$ cat config.mk
export PLATFORM = sky130hd
export DESIGN_NAME = demux_channel_buffer
export DESIGN_NICKNAME = d
export VERILOG_FILES = /design/src/rtl/demux_channel_buffer_pkg.sv /design/src/rtl/demux_channel_buffer_channel_fifo.sv /design/src/rtl/demux_channel_buffer.sv
export SDC_FILE = /design/constraint.sdc
export NUM_CORES = 1
export LEC_CHECK = 0
export CAP_MARGIN = 10
export CELL_PAD_IN_SITES_DETAIL_PLACEMENT = 1
export CELL_PAD_IN_SITES_GLOBAL_PLACEMENT = 2
export CORE_MARGIN = 5
export CORE_UTILIZATION = 29
export DETAILED_ROUTE_END_ITERATION = 12
export PLACE_DENSITY = 0.83
export SYNTH_ARGS = -nofsm -noshare
export SYNTH_HDL_FRONTEND = slang
export SYNTH_SLANG_ARGS = --single-unit
$ cat constraint.sdc
create_clock -name clk -period 2.11 [get_ports clk]
set_input_delay 0.211 -clock clk [delete_from_list [all_inputs] [get_ports clk]]
set_output_delay 0.211 -clock clk [all_outputs]
set_load 0.01 [all_outputs]
$ cat src/rtl/demux_channel_buffer_pkg.sv
// Shared defaults and encodings for the demux channel buffer.
package demux_channel_buffer_pkg;

    localparam int unsigned DATA_W_DEF = 4;
    localparam int unsigned DEPTH_DEF  = 2;
    localparam int unsigned CNT_W_DEF  = $clog2(DEPTH_DEF) + 1;

    localparam logic SEL_CH1 = 1'b0;
    localparam logic SEL_CH2 = 1'b1;

endpackage

$ cat src/rtl/demux_channel_buffer_channel_fifo.sv
// Single-clock synchronous FIFO; head word reads as zero when empty.
module demux_channel_buffer_channel_fifo #(
    parameter int unsigned DATA_W = 4,
    parameter int unsigned DEPTH  = 2
) (
    input  logic                       clk,
    input  logic                       reset,
    input  logic                       push_i,
    input  logic                       pop_i,
    input  logic [DATA_W-1:0]          data_i,
    output logic [DATA_W-1:0]          data_o,
    output logic                       full_o,
    output logic                       empty_o,
    output logic [$clog2(DEPTH):0]     count_o
);

    localparam int unsigned PTR_W = $clog2(DEPTH);
    localparam int unsigned CNT_W = $clog2(DEPTH) + 1;

    logic [DATA_W-1:0] mem_q [DEPTH];
    logic [PTR_W-1:0]  wr_ptr_q, wr_ptr_d;
    logic [PTR_W-1:0]  rd_ptr_q, rd_ptr_d;
    logic [CNT_W-1:0]  count_q, count_d;
    logic              push_ok;
    logic              pop_ok;

    assign full_o  = (count_q == CNT_W'(DEPTH));
    assign empty_o = (count_q == '0);
    assign count_o = count_q;
    assign data_o  = empty_o ? '0 : mem_q[rd_ptr_q];

    // Guard against pushing when full or popping when empty
    assign push_ok = push_i && !full_o;
    assign pop_ok  = pop_i && !empty_o;

    always_comb begin
        wr_ptr_d = wr_ptr_q;
        rd_ptr_d = rd_ptr_q;
        count_d  = count_q;
        if (push_ok) wr_ptr_d = PTR_W'(wr_ptr_q + PTR_W'(1));
        if (pop_ok)  rd_ptr_d = PTR_W'(rd_ptr_q + PTR_W'(1));
        case ({push_ok, pop_ok})
            2'b10:   count_d = CNT_W'(count_q + CNT_W'(1));
            2'b01:   count_d = CNT_W'(count_q - CNT_W'(1));
            default: count_d = count_q;
        endcase
    end

    always_ff @(posedge clk) begin
        if (reset) begin
            wr_ptr_q <= '0;
            rd_ptr_q <= '0;
            count_q  <= '0;
        end else begin
            wr_ptr_q <= wr_ptr_d;
            rd_ptr_q <= rd_ptr_d;
            count_q  <= count_d;
        end
    end

    // Storage needs no reset: reads are masked while empty
    always_ff @(posedge clk) begin
        if (push_ok) mem_q[wr_ptr_q] <= data_i;
    end

endmodule

$ cat src/rtl/demux_channel_buffer.sv
// Buffers the selected demux output into per-channel FIFOs and flags
// any nonzero word on the unselected demux output.
module demux_channel_buffer
    import demux_channel_buffer_pkg::*;
#(
    parameter int unsigned DATA_W = DATA_W_DEF,
    parameter int unsigned DEPTH  = DEPTH_DEF
) (
    input  logic                   clk,
    input  logic                   reset,
    input  logic [DATA_W-1:0]      in_ch1,
    input  logic [DATA_W-1:0]      in_ch2,
    input  logic                   in_sel,
    input  logic                   in_valid,
    output logic                   in_ready,
    output logic [DATA_W-1:0]      ch1_data,
    output logic                   ch1_valid,
    input  logic                   ch1_ready,
    output logic [DATA_W-1:0]      ch2_data,
    output logic                   ch2_valid,
    input  logic                   ch2_ready,
    output logic [$clog2(DEPTH):0] ch1_count,
    output logic [$clog2(DEPTH):0] ch2_count,
    output logic                   integrity_err
);

    logic              full1, full2;
    logic              empty1, empty2;
    logic              push1, push2;
    logic              pop1, pop2;
    logic [DATA_W-1:0] unsel_word;
    logic              err_q, err_d;

    assign in_ready = (in_sel == SEL_CH2) ? !full2 : !full1;

    assign push1 = in_valid && in_ready && (in_sel == SEL_CH1);
    assign push2 = in_valid && in_ready && (in_sel == SEL_CH2);
    assign pop1  = ch1_ready && !empty1;
    assign pop2  = ch2_ready && !empty2;

    assign ch1_valid = !empty1;
    assign ch2_valid = !empty2;

    demux_channel_buffer_channel_fifo #(.DATA_W(DATA_W), .DEPTH(DEPTH)) u_ch1_fifo (
        .clk     (clk),
        .reset   (reset),
        .push_i  (push1),
        .pop_i   (pop1),
        .data_i  (in_ch1),
        .data_o  (ch1_data),
        .full_o  (full1),
        .empty_o (empty1),
        .count_o (ch1_count)
    );

    demux_channel_buffer_channel_fifo #(.DATA_W(DATA_W), .DEPTH(DEPTH)) u_ch2_fifo (
        .clk     (clk),
        .reset   (reset),
        .push_i  (push2),
        .pop_i   (pop2),
        .data_i  (in_ch2),
        .data_o  (ch2_data),
        .full_o  (full2),
        .empty_o (empty2),
        .count_o (ch2_count)
    );

    // Integrity: the demux must drive zero on the output it did not select
    assign unsel_word = (in_sel == SEL_CH2) ? in_ch1 : in_ch2;

    always_comb begin
        err_d = err_q;
        if (in_valid && (unsel_word != '0)) err_d = 1'b1;
    end

    always_ff @(posedge clk) begin
        if (reset) err_q <= 1'b0;
        else       err_q <= err_d;
    end

    assign integrity_err = err_q;

endmodule

==> results.toml, run 1 <==
[logic_synthesis]
synthCells = 101
yosys.area.top_type_share = 0.4257
ys.warnings.count = 0
synth_area_um2 = 1129
async_flop_share = 0
yosysMostFrequentCell = "nor2_1"
yosysSeqAreaShare = 0.6208
yosysTopAreaCell = "edfxtp_1"
synth_cell_types = 20
synthTopCellsByArea = "edfxtp_1, dfxtp_1, mux2i_1"
yosys_most_used_dff = "edfxtp_1"
synth-seq-cells = 27
syn_avg_cell_area_um2 = 11.17
syn-num-nets = 117
synth_common_cells = "nor2_1, edfxtp_1, dfxtp_1"
synth_edf_count = 16

[sta]
tns_ns = 0
fin_ws_ns = 0.2279
max_slew_margin = 0.6652
finalHoldViolCount = 0
period_share = 0.8920
tightestPinTransition_ns = 0.5007
clock_skew_ns = 0.002155
rsz0062_at_grt = "false"
timing.fmax_ghz = 0.5313
min_period_ns = 1.882
setup_violations = 0
slew_violations = 0

[placement]
pre_cts_ws_ns = 0.01065
place_area_um2 = 1468
portBuffers = 29
gp_congestion = 0.7617
place_hpwl_mm = 2.086

[critical_path]
crit_type = "flop to output pin"
r2r_start = "u_ch2_fifo.count_o[0]"
cp.depth = 4
worst_setup_path_end_kind = "output pin"
reg2reg_depth = 5
arrival_ns = 1.67
r2r_slack_ns = 0.33
critPathTopFamily = "buffers and inverters"
crit_slowest_cell = "clkdlybuf4s50_1"
critPathRequiredTime_ns = 1.90
crit_buf_inv = 1
path_cells = "nand2b_1 -> nor2_1 -> a21oi_1 -> clkdlybuf4s50_1"
path_max_fanout = 7
critPathMaxStageDelay_ns = 0.57
r2r-end = "u_ch2_fifo.count_o[1]"
startpoint_type = "flop"

[clocking]
cts_sinks = 27
htreeDepth = 1
post_cts_buffers = 0
cts_inserted_buffers = 3
cts.clk_slew.worst_paths_ns = 0.08
cts-root-buf = "clkbuf_8"
cts_tree = "yes"
clock_latency_ns = 0.26
ctsResizeCount = 0
cts_buffer_depth = 2
cts_hold_buf = 0

[min_path]
whs_endpoint = "integrity_err"
min_from = "integrity_err"
hold_class = "flop to flop"
worstHoldPathCells = 2

[layout]
diodes = 0
finish.utilization = 0.4071
nets = 148
drive_above_1_share = 0.03053
nFillCells = 421
area_growth_pct = 34.04
final_area_um2 = 1513

[floorplanning]
start_util = 0.3037
die_h_um = 72.39
ios = 30
core_area_um2 = 3716
dieArea_um2 = 5240
die_w_um = 72.39
rows = 22

[job]
maxCapViolCount = 0

[power]
netSwitchingPower_uw = 546.2
power_density_nw_per_um2 = 1119
ir_worst_vdd_uv = 274.3
p_seq_frac = 0.436
power.share.clock = 0.164
power.total_uw = 1693
switching_share = 0.3227
intPower_uw = 1147
leakagePower_uw = 0.0005572
combinationalPowerShare = 0.400

[detailed_routing]
drtPass1Iterations = 4
dr.first_iter.drc_count = 26
vias = 808
routed_wl_mm = 2.652
wl_per_cell_um = 14.82
drc = 0
ant_nets = 0
viasPerCell = 4.514

[grt]
grt_pass1_vias = 846
grt_max_degree = 15
overflow = 0
grt_util_all_layers = 0.1064
grt_pass1_wl_mm = 4.126
antenna_found_initial = 0

[run_status]
status = "complete, no violations"
## worst min-delay path, delay by kind of cell (launching register included)
kind	cells	cell delay [ns]
AO/OA/AOI/OAI	1	0.08
buffers and inverters	1	0.05
flip-flops	1	0.32
## power by group through the flow
stage	Sequential (uW)	Clock, uW	Combinational, uW
after detailed placement	752	0	685
after global routing	750	310	741
after CTS	739	291	689
after floorplan	722	0	364
final	738	277	677
after global placement	744	0	659
## how the worst max path moves through the flow
stage                     slack (ns)               endpoint                  start
after CTS                       0.19               in_ready  u_ch1_fifo.count_o[0]
after global placement          0.10  u_ch2_fifo.count_o[1]                 in_sel
final                           0.23               in_ready  u_ch1_fifo.count_o[0]
after global routing            0.15               in_ready  u_ch1_fifo.count_o[0]
after floorplan                 0.42  u_ch2_fifo.count_o[1]  u_ch2_fifo.count_o[0]
after detailed placement        0.01  u_ch2_fifo.count_o[1]                 in_sel
## registers in the layout, indices dropped and copies added, names as in the netlist, named ones only
signal	count
u_ch1_fifo.rd_ptr_q	1
u_ch1_fifo.count_o	2
u_ch2_fifo.count_o	2
u_ch1_fifo.mem_q	8
u_ch2_fifo.rd_ptr_q	1
u_ch1_fifo.wr_ptr_q	1
u_ch2_fifo.mem_q	8
u_ch2_fifo.wr_ptr_q	1
integrity_err	1
## logic make-up (layout without fill, tap and decap cells)
family / after synthesis / after routing / share of synthesized area
AO/OA/AOI/OAI: 14 / 14 / 0.06541
buffers and inverters: 12 / 42 / 0.03991
flip-flops: 27 / 27 / 0.6208
adder cells (fa/ha/maj): 2 / 2 / 0.02217
multiplexers: 8 / 8 / 0.07096
XOR/XNOR: 6 / 6 / 0.04656
AND/OR/NAND/NOR: 32 / 32 / 0.1342
## placed cells by master (no fill, tap or decap)
| cell | instances |
|---|---|
| nor2_1 | 19 |
| ha_1 | 2 |
| or4_1 | 1 |
| nor4_1 | 1 |
| a21o_1 | 1 |
| clkbuf_1 | 1 |
| dfxtp_1 | 11 |
| nand2b_1 | 3 |
| o21ai_0 | 7 |
| or3_1 | 4 |
| o22ai_1 | 1 |
| xor2_1 | 4 |
| a21oi_1 | 5 |
| edfxtp_1 | 16 |
| xnor2_1 | 2 |
| clkdlybuf4s50_1 | 29 |
| clkbuf_8 | 3 |
| nand2_1 | 1 |
| mux2i_1 | 8 |
| inv_1 | 9 |
| or2_2 | 1 |
| nor2b_1 | 2 |
## per-layer routing
metal	global-route usage	wire, um
met5	0	0
met4	0.06762	66
met3	0.01524	131
met2	0.1901	1366
met1	0.1171	1087
## area by class of cell
| type | instances | area [um2] | share of cell area |
|---|---|---|---|
| repair buffers | 29 | 290.3 | 0.1919 |
| well taps | 48 | 60.06 | 0.03970 |
| flip-flops and latches | 27 | 700.7 | 0.4632 |
| multi-input cells | 62 | 382.9 | 0.2531 |
| clock buffers | 4 | 45.04 | 0.02978 |
| inverters | 9 | 33.78 | 0.02233 |
## metrics by stage
stage	hold slack, ns	cells
2_1_floorplan	0.3099	101
3_3_place_gp	0.4620	175
3_5_place_dp	0.4762	175
4_1_cts	0.4889	179
5_1_grt	0.5095	179
6_report	0.4851	179
(Power assumes the default switching activity.)
==> run 2, diff against run 1 <==
Settings changed: CORE_MARGIN 5 to 3, CTS_CLUSTER_DIAMETER set to 80, PLACE_DENSITY 0.83 to not set, PLACE_DENSITY_LB_ADDON set to 0.1.
==> run 2 against run 1 <==
- core utilization barely moved
- clock skew barely moved
- wire length fell by 7.8%
- fmax fell by 0.29%
- largest cell class unchanged
- largest power group unchanged
- highest routed layer unchanged
==> results.toml, run 2 (synthesized netlist as in run 1, its figures left out) <==
[power]
power.total_uw = 1696
leakagePower_uw = 0.0005599
ir_worst_vdd_uv = 407.6
power_density_nw_per_um2 = 1120

[layout]
reg.largest.list = "u_ch1_fifo.mem_q: 8 flops, u_ch2_fifo.mem_q: 8 flops"
layout_common_cells = "clkdlybuf4s50_1, nor2_1, edfxtp_1, dfxtp_1, inv_1"
final_common_cell = "clkdlybuf4s50_1"
drive_above_1_share = 0.03817
area_growth_pct = 34.15
nets = 148
diodes = 0

[grt]
use_met2 = 0.1967
grt_pass1_wl_mm = 4.126
grt_use_met3 = 0.01970
grt_max_degree = 16
top_usage_layer = "met2"
overflow = 0
grt_pass1_vias = 864
grt_util_met1 = 0.1516
grt_util_all_layers = 0.1191
antenna_found_initial = 0

[floorplanning]
dieArea_um2 = 4677
die_w_um = 68.39
rows = 22
start_util = 0.3037
core_area_um2 = 3716
ios = 30
die_h_um = 68.39

[clocking]
htreeDepth = 1
cts_hold_buf = 0
cts_inserted_buffers = 3
cts.clk_slew.worst_paths_ns = 0.09
cts-root-buf = "clkbuf_8"
post_cts_buffers = 0
cts_tree = "yes"
cts_buffer_depth = 2
clock_latency_ns = 0.27
ctsResizeCount = 0
cts_sinks = 27

[detailed_routing]
wl_per_cell_um = 13.66
ant_nets = 0
dr.first_iter.drc_count = 18
drc = 0
vias = 791
routed_wl_mm = 2.445
viasPerCell = 4.419
drtPass1Iterations = 4

[sta]
max_slew_margin = 0.6904
setup_violations = 0
rsz0062_at_grt = "false"
timing.fmax_ghz = 0.5298
period_share = 0.8946
finalHoldViolCount = 0
tns_ns = 0
clock_skew_ns = 0.002504
slew_violations = 0
tightestPinTransition_ns = 0.4630
min_period_ns = 1.888

[critical_path]
r2r_slack_ns = 0.35
path_max_fanout = 7
crit_buf_inv = 1
critPathRequiredTime_ns = 1.90
worst_setup_path_end_kind = "output pin"
critPathTopFamily = "buffers and inverters"
crit_type = "flop to output pin"
path_cells = "nand2b_1 -> nor2_1 -> a21oi_1 -> clkdlybuf4s50_1"
startpoint_type = "flop"
crit_slowest_cell = "clkdlybuf4s50_1"
critPathMaxStageDelay_ns = 0.56
arrival_ns = 1.68

[min_path]
hold_class = "flop to flop"

[placement]
portBuffers = 29
place_hpwl_mm = 1.916
gp_congestion = 0.6783

[run_status]
status = "complete, no violations"

[job]
maxCapViolCount = 0
## run 2: area by class of cell
| cell class | count | area [um2] |
|---|---|---|
| clock inverters | 1 | 5.005 |
| flip-flops and latches | 27 | 700.7 |
| fillers | 424 | 2202 |
| multi-input cells | 62 | 382.9 |
| well taps | 48 | 60.06 |
| inverters | 9 | 33.78 |
| clock buffers | 3 | 41.29 |
| repair buffers | 29 | 290.3 |
## run 2: worst reg2reg max path: cells and delay by family (launching register included)
| family | cells | cell delay (ns) |
|---|---|---|
| fa+ha+maj | 1 | 0.32 |
| compound gates | 1 | 0.14 |
| simple gates | 3 | 0.79 |
| flops | 1 | 0.45 |
## run 2: per-layer routing
metal | wire length [um] | share of wire
met5 | 0 | 0
met4 | 40 | 0.016
met3 | 83 | 0.034
met2 | 1142 | 0.47
met1 | 1179 | 0.48
## run 2: per-stage QoR
stage | hold slack (ns) | std cells | instance area [um2] | setup slack, ns | utilization
4_1_cts | 0.5171 | 179 | 1514 | 0.1757 | 0.4074
3_5_place_dp | 0.5018 | 175 | 1468 | 0.05725 | 0.3949
5_1_grt | 0.5400 | 179 | 1514 | 0.09369 | 0.4074
6_report | 0.5111 | 179 | 1514 | 0.2225 | 0.4074
2_1_floorplan | 0.3099 | 101 | 1129 | 0.4194 | -
3_3_place_gp | 0.4723 | 175 | 1468 | 0.08281 | 0.3949
## run 2: worst paths after layout
path | from | end | cells past startpoint
worst max-delay path | u_ch1_fifo.count_o[0] | in_ready | 4
worst min-delay path | u_ch2_fifo.wr_ptr_q | u_ch2_fifo.wr_ptr_q | 2
worst max register to register | u_ch2_fifo.count_o[0] | u_ch2_fifo.count_o[1] | 5
worst min register to register | u_ch2_fifo.wr_ptr_q | u_ch2_fifo.wr_ptr_q | 2
## run 2: where the power goes
| part | internal (uW) | leakage (uW) | total [uW] | switching (uW) |
|---|---|---|---|---|
| Sequential | 644 | 0.000237 | 736 | 92.1 |
| Combinational | 367 | 0.000297 | 668 | 302 |
| Clock | 132 | 0.0000255 | 291 | 159 |
